File: src/rtl/ifft8.sv
// 8-point radix-2 DIT inverse FFT with a single shared complex butterfly.
// Bins load bit-reversed; each stage halves, so results come out scaled by 1/8.
module ifft8 #(
  parameter int unsigned DW = 16,
  parameter int unsigned TW = 16
) (
  input  logic                 clk,
  input  logic                 rst,
  input  logic                 write,
  input  logic                 start,
  input  logic signed [DW-1:0] input0_real,
  input  logic signed [DW-1:0] input1_real,
  input  logic signed [DW-1:0] input2_real,
  input  logic signed [DW-1:0] input3_real,
  input  logic signed [DW-1:0] input4_real,
  input  logic signed [DW-1:0] input5_real,
  input  logic signed [DW-1:0] input6_real,
  input  logic signed [DW-1:0] input7_real,
  input  logic signed [DW-1:0] input0_imag,
  input  logic signed [DW-1:0] input1_imag,
  input  logic signed [DW-1:0] input2_imag,
  input  logic signed [DW-1:0] input3_imag,
  input  logic signed [DW-1:0] input4_imag,
  input  logic signed [DW-1:0] input5_imag,
  input  logic signed [DW-1:0] input6_imag,
  input  logic signed [DW-1:0] input7_imag,
  output logic signed [DW-1:0] output0_real,
  output logic signed [DW-1:0] output1_real,
  output logic signed [DW-1:0] output2_real,
  output logic signed [DW-1:0] output3_real,
  output logic signed [DW-1:0] output4_real,
  output logic signed [DW-1:0] output5_real,
  output logic signed [DW-1:0] output6_real,
  output logic signed [DW-1:0] output7_real,
  output logic signed [DW-1:0] output0_imag,
  output logic signed [DW-1:0] output1_imag,
  output logic signed [DW-1:0] output2_imag,
  output logic signed [DW-1:0] output3_imag,
  output logic signed [DW-1:0] output4_imag,
  output logic signed [DW-1:0] output5_imag,
  output logic signed [DW-1:0] output6_imag,
  output logic signed [DW-1:0] output7_imag,
  output logic                 ready
);

  localparam int unsigned PW   = DW + TW;
  localparam int unsigned SW   = PW + 1;
  localparam int unsigned AW   = DW + 2;
  localparam int unsigned FRAC = TW - 2;

  localparam logic signed [TW-1:0] TW_ONE  = TW'(16384);
  localparam logic signed [TW-1:0] TW_C45  = TW'(11585);
  localparam logic signed [SW-1:0] RND     = SW'(1 << (FRAC - 1));
  localparam logic signed [AW-1:0] SAT_MAX = AW'((1 << (DW - 1)) - 1);
  localparam logic signed [AW-1:0] SAT_MIN = ~SAT_MAX;

  typedef enum logic [1:0] {IDLE, RUN, DONE} state_e;

  state_e               state_q, state_d;
  logic                 start_q;
  logic [1:0]           stage_q, stage_d;
  logic [1:0]           bfly_q, bfly_d;
  logic                 ready_q, ready_d;
  logic signed [DW-1:0] wr_q [8];
  logic signed [DW-1:0] wi_q [8];
  logic signed [DW-1:0] wr_d [8];
  logic signed [DW-1:0] wi_d [8];
  logic signed [DW-1:0] or_q [8];
  logic signed [DW-1:0] oi_q [8];
  logic signed [DW-1:0] or_d [8];
  logic signed [DW-1:0] oi_d [8];
  logic signed [DW-1:0] in_r_c [8];
  logic signed [DW-1:0] in_i_c [8];

  logic                 start_edge_c, load_c, go_c;
  logic [2:0]           a_idx_c, b_idx_c;
  logic [1:0]           tw_idx_c;
  logic signed [TW-1:0] tw_r_c, tw_i_c;
  logic signed [DW-1:0] a_r_c, a_i_c, b_r_c, b_i_c;
  logic signed [PW-1:0] p_rr_c, p_ii_c, p_ri_c, p_ir_c;
  logic signed [SW-1:0] sum_r_c, sum_i_c;
  logic signed [AW-1:0] t_r_c, t_i_c, ap_r_c, ap_i_c, am_r_c, am_i_c;
  logic signed [DW-1:0] na_r_c, na_i_c, nb_r_c, nb_i_c;

  function automatic logic [2:0] bitrev3(input logic [2:0] x);
    return {x[0], x[1], x[2]};
  endfunction

  function automatic logic signed [DW-1:0] sat(input logic signed [AW-1:0] x);
    if (x > SAT_MAX)      return DW'(SAT_MAX);
    else if (x < SAT_MIN) return DW'(SAT_MIN);
    else                  return DW'(x);
  endfunction

  assign in_r_c = '{input0_real, input1_real, input2_real, input3_real,
                    input4_real, input5_real, input6_real, input7_real};
  assign in_i_c = '{input0_imag, input1_imag, input2_imag, input3_imag,
                    input4_imag, input5_imag, input6_imag, input7_imag};

  assign start_edge_c = start & ~start_q;
  assign load_c       = write && (state_q != RUN);
  assign go_c         = start_edge_c && !write && (state_q != RUN);

  // Butterfly pair addresses and twiddle index for the current stage/butterfly
  always_comb begin
    a_idx_c  = '0;
    tw_idx_c = '0;
    case (stage_q)
      2'd0: a_idx_c = {bfly_q, 1'b0};
      2'd1: begin
        a_idx_c  = {bfly_q[1], 1'b0, bfly_q[0]};
        tw_idx_c = {bfly_q[0], 1'b0};
      end
      2'd2: begin
        a_idx_c  = {1'b0, bfly_q};
        tw_idx_c = bfly_q;
      end
      default: ;
    endcase
  end

  assign b_idx_c = a_idx_c | (3'd1 << stage_q);

  // Conjugate (inverse-direction) twiddles, Q2.14
  always_comb begin
    tw_r_c = TW_ONE;
    tw_i_c = '0;
    case (tw_idx_c)
      2'd1: begin tw_r_c = TW_C45;  tw_i_c = TW_C45; end
      2'd2: begin tw_r_c = '0;      tw_i_c = TW_ONE; end
      2'd3: begin tw_r_c = -TW_C45; tw_i_c = TW_C45; end
      default: ;
    endcase
  end

  assign a_r_c  = wr_q[a_idx_c];
  assign a_i_c  = wi_q[a_idx_c];
  assign b_r_c  = wr_q[b_idx_c];
  assign b_i_c  = wi_q[b_idx_c];
  assign p_rr_c = PW'(tw_r_c) * PW'(b_r_c);
  assign p_ii_c = PW'(tw_i_c) * PW'(b_i_c);
  assign p_ri_c = PW'(tw_r_c) * PW'(b_i_c);
  assign p_ir_c = PW'(tw_i_c) * PW'(b_r_c);
  assign sum_r_c = SW'(p_rr_c) - SW'(p_ii_c) + RND;
  assign sum_i_c = SW'(p_ri_c) + SW'(p_ir_c) + RND;
  assign t_r_c  = AW'(sum_r_c >>> FRAC);
  assign t_i_c  = AW'(sum_i_c >>> FRAC);
  assign ap_r_c = AW'(a_r_c) + t_r_c;
  assign ap_i_c = AW'(a_i_c) + t_i_c;
  assign am_r_c = AW'(a_r_c) - t_r_c;
  assign am_i_c = AW'(a_i_c) - t_i_c;
  assign na_r_c = sat(ap_r_c >>> 1);
  assign na_i_c = sat(ap_i_c >>> 1);
  assign nb_r_c = sat(am_r_c >>> 1);
  assign nb_i_c = sat(am_i_c >>> 1);

  always_ff @(posedge clk or negedge rst) begin
    if (!rst) state_q <= IDLE;
    else      state_q <= state_d;
  end

  always_comb begin
    state_d = state_q;
    case (state_q)
      IDLE, DONE: begin
        if (load_c)    state_d = IDLE;
        else if (go_c) state_d = RUN;
      end
      RUN:     if (stage_q == 2'd3) state_d = DONE;
      default: state_d = IDLE;
    endcase
  end

  // Working-RAM, counter and output-register next values
  always_comb begin
    wr_d    = wr_q;
    wi_d    = wi_q;
    or_d    = or_q;
    oi_d    = oi_q;
    ready_d = ready_q;
    stage_d = stage_q;
    bfly_d  = bfly_q;
    if (load_c) begin
      for (int i = 0; i < 8; i++) begin
        wr_d[i] = in_r_c[bitrev3(3'(i))];
        wi_d[i] = in_i_c[bitrev3(3'(i))];
      end
      ready_d = 1'b0;
    end else if (go_c) begin
      stage_d = '0;
      bfly_d  = '0;
      ready_d = 1'b0;
    end else if (state_q == RUN) begin
      if (stage_q == 2'd3) begin
        or_d    = wr_q;
        oi_d    = wi_q;
        ready_d = 1'b1;
      end else begin
        for (int i = 0; i < 8; i++) begin
          if (3'(i) == a_idx_c) begin
            wr_d[i] = na_r_c;
            wi_d[i] = na_i_c;
          end
          if (3'(i) == b_idx_c) begin
            wr_d[i] = nb_r_c;
            wi_d[i] = nb_i_c;
          end
        end
        bfly_d = bfly_q + 2'd1;
        if (bfly_q == 2'd3) stage_d = stage_q + 2'd1;
      end
    end
  end

  always_ff @(posedge clk or negedge rst) begin
    if (!rst) begin
      start_q <= 1'b0;
      stage_q <= '0;
      bfly_q  <= '0;
      ready_q <= 1'b0;
      for (int i = 0; i < 8; i++) begin
        wr_q[i] <= '0;
        wi_q[i] <= '0;
        or_q[i] <= '0;
        oi_q[i] <= '0;
      end
    end else begin
      start_q <= start;
      stage_q <= stage_d;
      bfly_q  <= bfly_d;
      ready_q <= ready_d;
      wr_q    <= wr_d;
      wi_q    <= wi_d;
      or_q    <= or_d;
      oi_q    <= oi_d;
    end
  end

  assign ready        = ready_q;
  assign output0_real = or_q[0];
  assign output1_real = or_q[1];
  assign output2_real = or_q[2];
  assign output3_real = or_q[3];
  assign output4_real = or_q[4];
  assign output5_real = or_q[5];
  assign output6_real = or_q[6];
  assign output7_real = or_q[7];
  assign output0_imag = oi_q[0];
  assign output1_imag = oi_q[1];
  assign output2_imag = oi_q[2];
  assign output3_imag = oi_q[3];
  assign output4_imag = oi_q[4];
  assign output5_imag = oi_q[5];
  assign output6_imag = oi_q[6];
  assign output7_imag = oi_q[7];

endmodule

File: config.mk
export PLATFORM = sky130hd
export DESIGN_NAME = ifft8
export DESIGN_NICKNAME = d
export VERILOG_FILES = /design/src/rtl/ifft8.sv
export SDC_FILE = /design/constraint.sdc
export NUM_CORES = 2
export LEC_CHECK = 0
export CAP_MARGIN = 20
export CELL_PAD_IN_SITES_DETAIL_PLACEMENT = 1
export CELL_PAD_IN_SITES_GLOBAL_PLACEMENT = 1
export CORE_ASPECT_RATIO = 0.7
export CORE_MARGIN = 4
export CORE_UTILIZATION = 47
export DETAILED_ROUTE_END_ITERATION = 7
export GPL_TIMING_DRIVEN = 0
export HOLD_SLACK_MARGIN = 0.15
export PLACE_DENSITY = 0.81
export SYNTH_ARGS = -nofsm -noshare
export SYNTH_HDL_FRONTEND = slang
export SYNTH_SLANG_ARGS = --single-unit
File: constraint.sdc
create_clock -name clk -period 19.4 [get_ports clk]
set_input_delay 3.88 -clock clk [delete_from_list [all_inputs] [get_ports clk]]
set_output_delay 3.88 -clock clk [all_outputs]
set_load 0.02 [all_outputs]
# Word-level counts from Yosys, hierarchy flattened
# Cells that the tools add are included.
[classes]
addsub = 10
multipliers = 4
div_mod_pow = 0
magnitude_cmp = 10
n_eq_ne = 29
shift = 1
mux = 79
n_bitwise = 7
reduce_logical = 36
[ops]
columns = ["cell", "n"]
rows = [
  ["$mux 128", 8],
  ["$mux 16", 48],
  ["$bmux 16 s3", 4],
  ["$mul 16x16->32", 4],
  ["$gt 17x16->1 const B", 4],
  ["$lt 17x16->1 const B", 4],
  ["$add 32x15->32 const B", 2],
  ["$pmux 16 s3", 1],
  ["$reduce_and 4->1", 10],
  ["$add 16x18->18", 2],
  ["$sub 16x18->18", 2],
  ["$add 32x32->32", 1],
  ["$sub 32x32->32", 1],
  ["$pmux 15 s2", 1],
  ["$reduce_bool 3->1", 10],
  ["$eq 3x3->1 const A", 8],
  ["$mux 2", 10],
  ["$eq 2x2->1 const B", 6],
  ["$eq 2x3->1 const A", 4],
  ["$pmux 3 s3", 1],
  ["$ge 4x4->1 const B", 2],
  ["$ne 2x2->1 const B", 4],
  ["$not 3->4", 2],
  ["$pmux 2 s2", 2],
  ["other kinds (18)", 35],
]
[word_totals]
ff_bits = 520
latchBits = 0
ram_bits = 0
mem_bits_ro = 0
in_bits = 260
out_inout_bits = 257
word_cells = 213
mem_count = 0

# Longest topological paths before layout
[logic_depth]
depth_word = 20
mapped_depth = 58

# Worst setup path before layout
# No wires, ideal clock.
[synth_path]
path_type = "reg-to-reg"
start = "register stage_q[0]"
end = "register wr_q[90] (netlist bit)"
setup_time_ns = 0.104
arrival_ns = 13.318
required_time_ns = 19.296
setup_slack_ns = 5.978
path_stages_with_launch = 57
period_less_slack_ns = 13.422
cell_sequence = "dfrtp_1 > inv_1 > ha_1 > nor2_1 > o21ba_2 > buf_2 > buf_1 > buf_2 > buf_2 > buf_2 > mux4_2 > mux2i_1 > nand2b_1 > inv_1 > ha_1 > xnor2_1 > inv_1 > fa_1 > [... 21 more ...] > o21ai_0 > a21o_1 > xor2_1 > ha_1 > clkbuf_1 > inv_1 > a21oi_1 > o21bai_1 > a21oi_1 > o21bai_1 > a2111o_1 > a2111o_1 > and3_1 > a211oi_2 > or2_1 > buf_2 > a21oi_1 > a221oi_1"
[synth_between]
elab_chain_cells = 20
[synth_lines]
columns = ["element", "line", "rtl"]
rows = [
  ["start: declaration", "61", "logic [1:0] stage_q, stage_d;"],
  ["start signal: assignment", "229", "stage_q <= stage_d;"],
  ["$eq 2x2->1, or another cell as far along", "108", "case (stage_q)"],
  ["$pmux 3 s3", "108", ""],
  ["$or 3x3->3", "122", "assign b_idx_c = a_idx_c | (3'd1 << stage_q);"],
  ["$not 3->4 (not written as such)", "138, 139", ""],
  ["$bmux 16 s3 (on tied branches)", "138, 139", ""],
  ["$mux 16 (on tied branches) (2 in a row)", "138, 139", ""],
  ["$mul 16x16->32 (on tied branches)", "140, 141", ""],
  ["$sub 32x32->32", "144", "assign sum_r_c = SW'(p_rr_c) - SW'(p_ii_c) + RND;"],
  ["[... 3 more ...]", "--", ""],
  ["$mux 16", "91", "else if (x < SAT_MIN) return DW'(SAT_MIN);"],
  ["$mux 16", "90", "if (x > SAT_MAX) return DW'(SAT_MAX);"],
  ["$mux 16", "200", "if (3'(i) == a_idx_c) begin"],
  ["$mux 16", "204", "if (3'(i) == b_idx_c) begin"],
  ["$mux 128", "194", "if (stage_q == 2'd3) begin"],
  ["$mux 128", "193", "end else if (state_q == RUN) begin"],
  ["$mux 128", "189", "end else if (go_c) begin"],
  ["$mux 128", "183", "if (load_c) begin"],
  ["end signal: assignment", "232", "wr_q <= wr_d;"],
  ["end: declaration", "64", "logic signed [DW-1:0] wr_q [8];"],
]
# Several ways; a longest one is shown, not always the timed one. The select of a mux whose other input is x is not followed.
# A chain may end at the register's enable or synchronous reset.

# Final worst setup path
[layout_path]
start = "register stage_q[0]"
end = "register wr_q[110] (netlist bit)"
# The elaborated chain is that of the path after synthesis.

==> summary.md <==
| Metric | Value |
|---|---|
| Clk buf depth | 3 |
| Worst slew pin tran | about 1.4 ns |
| Post-layout minimum cycle time | between 15 and 20 ns |
| Final hold violation count | 0 |
| Dpl hpwl | roughly 250,000 um |
| Num CTS Buffers | 50 |
| Maxcap violations | 0 |
| Placed Cells | about 7.6k |
| Crit path capture type | flop |
| Clock skew | about 0.038 ns |
| Clock latency at the later pin of the worst-skew pair | 0.64 ns |
| Leading cell types in the layout, fill and taps excluded | inv_1, fa_1, dfrtp_1, clkdlybuf4s50_1, ha_1 |
| Hold Path Class | flop to flop |
| Violation count after the first detailed-route iteration | between 6k and 7k |
| Worst r2r dst | wr_q[110] |
| Vias | between 50k and 60k |
| Post-route cell area | roughly 66,000 sq um |
| Worst-path fanout max | 10 |
| Setup Buffers After CTS | 0 |
| Drt pass-1 iters | 8 |
| GPL Wtd Cong | between 1 and 1.5 |
| Die height | 296 um |
| Reg2reg path depth | 52 |
| Data arrival, critical path | about 19 ns |
| Final antenna-violating net count | 0 |
| Cell Area, Synth | 55,700 sq um |
| Asr flop ratio synth | between 90% and 100% |
| Critical Path RT | between 15 and 20 ns |
| Dpl cell area | roughly 64,000 sq um |
| Syn Area/Cell | between 10 and 15 sq um |
| DRC viols | 0 |
| Die X | approximately 420 um |
| Cell variety after synth | roughly 110 |
| Root Buffer | clkbuf_16 |
| Register area share after synthesis | 23.4% |
| Max incr delay on CP | between 1 and 1.5 ns |
| Full die area | between 100,000 and 150,000 sq um |
| H-tree depth | 2 |
| RR Startpoint | stage_q[0] |
| CP max stage cell | mux2i_1 |
| Area growth syn-to-layout | 18.3% |
| Initial antenna violation count | 29 |
| Main synth FF type | dfrtp_1 |
| Effective utilization at floorplan | between 40% and 50% |
| Area of the multi-input gates | 37,900 sq um |
| CP startpoint kind | flop |
| Filler cell count | about 13k |
| Layout cells sized above 1 | a little over a tenth |
| Slew Viols, Final | 0 |
| Hold endpoint | output7_real[13] |
| Endpoints failing setup | 0 |
| Tot GR Track Use | a little under half |
| Rows | roughly 110 |
| Number of global-route vias before repair | between 50k and 60k |
| Drt total wl | 294,000 um |
| Layout Nets | about 7.6k |
| Reg clk slew, reported paths | 0.08 ns |
| First-pass GRT wire length | 407,000 um |
| CTS tree | built |
| Max Fclk | 53.9 MHz |
| Post-synth EDFFs | 0 |
| Sink Count | 520 |
| Setup TNS | 0 ns |
| Crit path kind | flop to flop |
| Core Footprint | between 100,000 and 150,000 sq um |
| WL per Instance | approximately 38 um |
| Reg2reg setup slack | around 0.84 ns |
| Final Non-Filler Cells | 7,762 |
| RSZ-0062 raised after global routing | no |
| Seq cells post-synth | 520 |
| Gate Count Post-Synth | approximately 5.5k |
| Hold path depth | 1 |
| Via density | approximately 6.5 |
| HP Start | output7_real[13] |
| Slew margin rel. | ~6.5% |
| Pin count of the biggest net entering global routing | 119 |
| Fin crit share | about 96% |
| Yosys warns | 0 |
| # IOs | 517 |
| Commonest non-fill, non-tap cell in the layout | inv_1 |
| IO buf count | 516 |
| Reg area | about 13,000 sq um |
| Run status | finished, final reports clean |
| Total gr overflow | 0 |
| Fin Hold WS | about 0.51 ns |
## flip-flops by register name, summed over array words and instances (netlist names), 16 cells and up
register and count:
output5_real 16, output6_real 16, output2_imag 16, wr_q 128, output2_real 16, output7_imag 16
output4_imag 16, output4_real 16, output6_imag 16, output1_imag 16, wi_q 128, output3_real 16
output0_real 16, output3_imag 16, output0_imag 16, output5_imag 16, output7_real 16, output1_real 16
## worst max path at each step
stage	from	endpoint	slack (ns)	cells after the start
4_1_cts	stage_q[0]	wr_q[110]	1.07	54
3_5_place_dp	stage_q[0]	wr_q[110]	1.14	54
2_1_floorplan	stage_q[0]	wr_q[90]	5.98	56
6_report	stage_q[0]	wr_q[110]	0.84	52
5_1_grt	stage_q[0]	wr_q[110]	0.14	54
3_3_place_gp	rst	output3_imag[0]	-9.97	1
## layer usage
metal / track usage, % / share of wire [%]
met1: 60.3 / 39
met2: 65.0 / 40
met3: 22.4 / 14
met4: 25.0 / 6.6
met5: 0 / 0.050
## critical path: cells and delay by family, from the launching register on
| kind | cells | cell delay [ns] |
|---|---|---|
| AOI/OAI and AO/OA | 19 | 5.29 |
| adders and majority gates | 11 | 4.89 |
| buffers and inverters | 12 | 3.50 |
| and+or+nand+nor | 6 | 2.27 |
| muxes | 3 | 1.78 |
| DFF | 1 | 0.51 |
| xor gates and xnor gates | 1 | 0.15 |
## cell type report
class                           instances  area share, %
Multi-Input combinational cell       3661           57.5
Sequential cell                       520           19.8
Timing Repair Buffer                  605           9.52
Inverter                             1059           6.03
Tap cell                             1551           2.95
Clock buffer                           65           2.14
Buffer                                250           1.52
Clock inverter                         28          0.536
Antenna cell                           23         0.0874
## synth_stat cells, drive strengths merged (38+ instances only)
| library cell | n | area share, % |
|---|---|---|
| o221ai | 179 | 2.8 |
| a21oi | 276 | 2.6 |
| a221oi | 64 | 1.1 |
| nand3 | 50 | 0.46 |
| inv | 1058 | 7.1 |
| dfrtp | 520 | 23 |
| buf | 43 | 0.38 |
| or3 | 53 | 0.60 |
| nor2b | 83 | 0.93 |
| fa | 668 | 24 |
| nand2 | 184 | 1.3 |
| xor2 | 40 | 0.63 |
| clkbuf | 207 | 1.4 |
| nor2 | 248 | 1.7 |
| o22ai | 38 | 0.44 |
| nor3 | 38 | 0.35 |
| ha | 480 | 11 |
| a21o | 52 | 0.70 |
| o21ai | 169 | 1.6 |
| nand2b | 62 | 0.70 |
| mux4 | 59 | 2.4 |
| xnor2 | 119 | 2.0 |
| and3 | 141 | 1.6 |
| mux2 | 258 | 5.2 |
## repair_timing
action | CTS | global route
gates resized for setup | 0 | 3
hold buffers | 0 | 0
endpoints found under the setup margin | 0 | 17
## per-stage QoR
stage | setup WS, ns | utilization (%)
floorplan | 5.98 | -
global placement | -9.97 | 53.5
detailed placement | 1.14 | 54.3
CTS | 1.07 | 55.8
global route | 0.141 | 56.0
finish | 0.841 | 56.1
## cell families after synthesis
group / count (synthesis) / synth area share (%)
AOI/OAI and AO/OA: 1027 / 13.0
xor gates and xnor gates: 159 / 2.58
adders and majority gates: 1158 / 35.0
buffers and inverters: 1309 / 8.92
DFF: 520 / 23.4
muxes: 349 / 8.20
other: 2 / 0.0135
and+or+nand+nor: 960 / 8.92
Power is not shown: default switching activity piles up to over one toggle a cycle in this logic, so the estimate is an artifact.
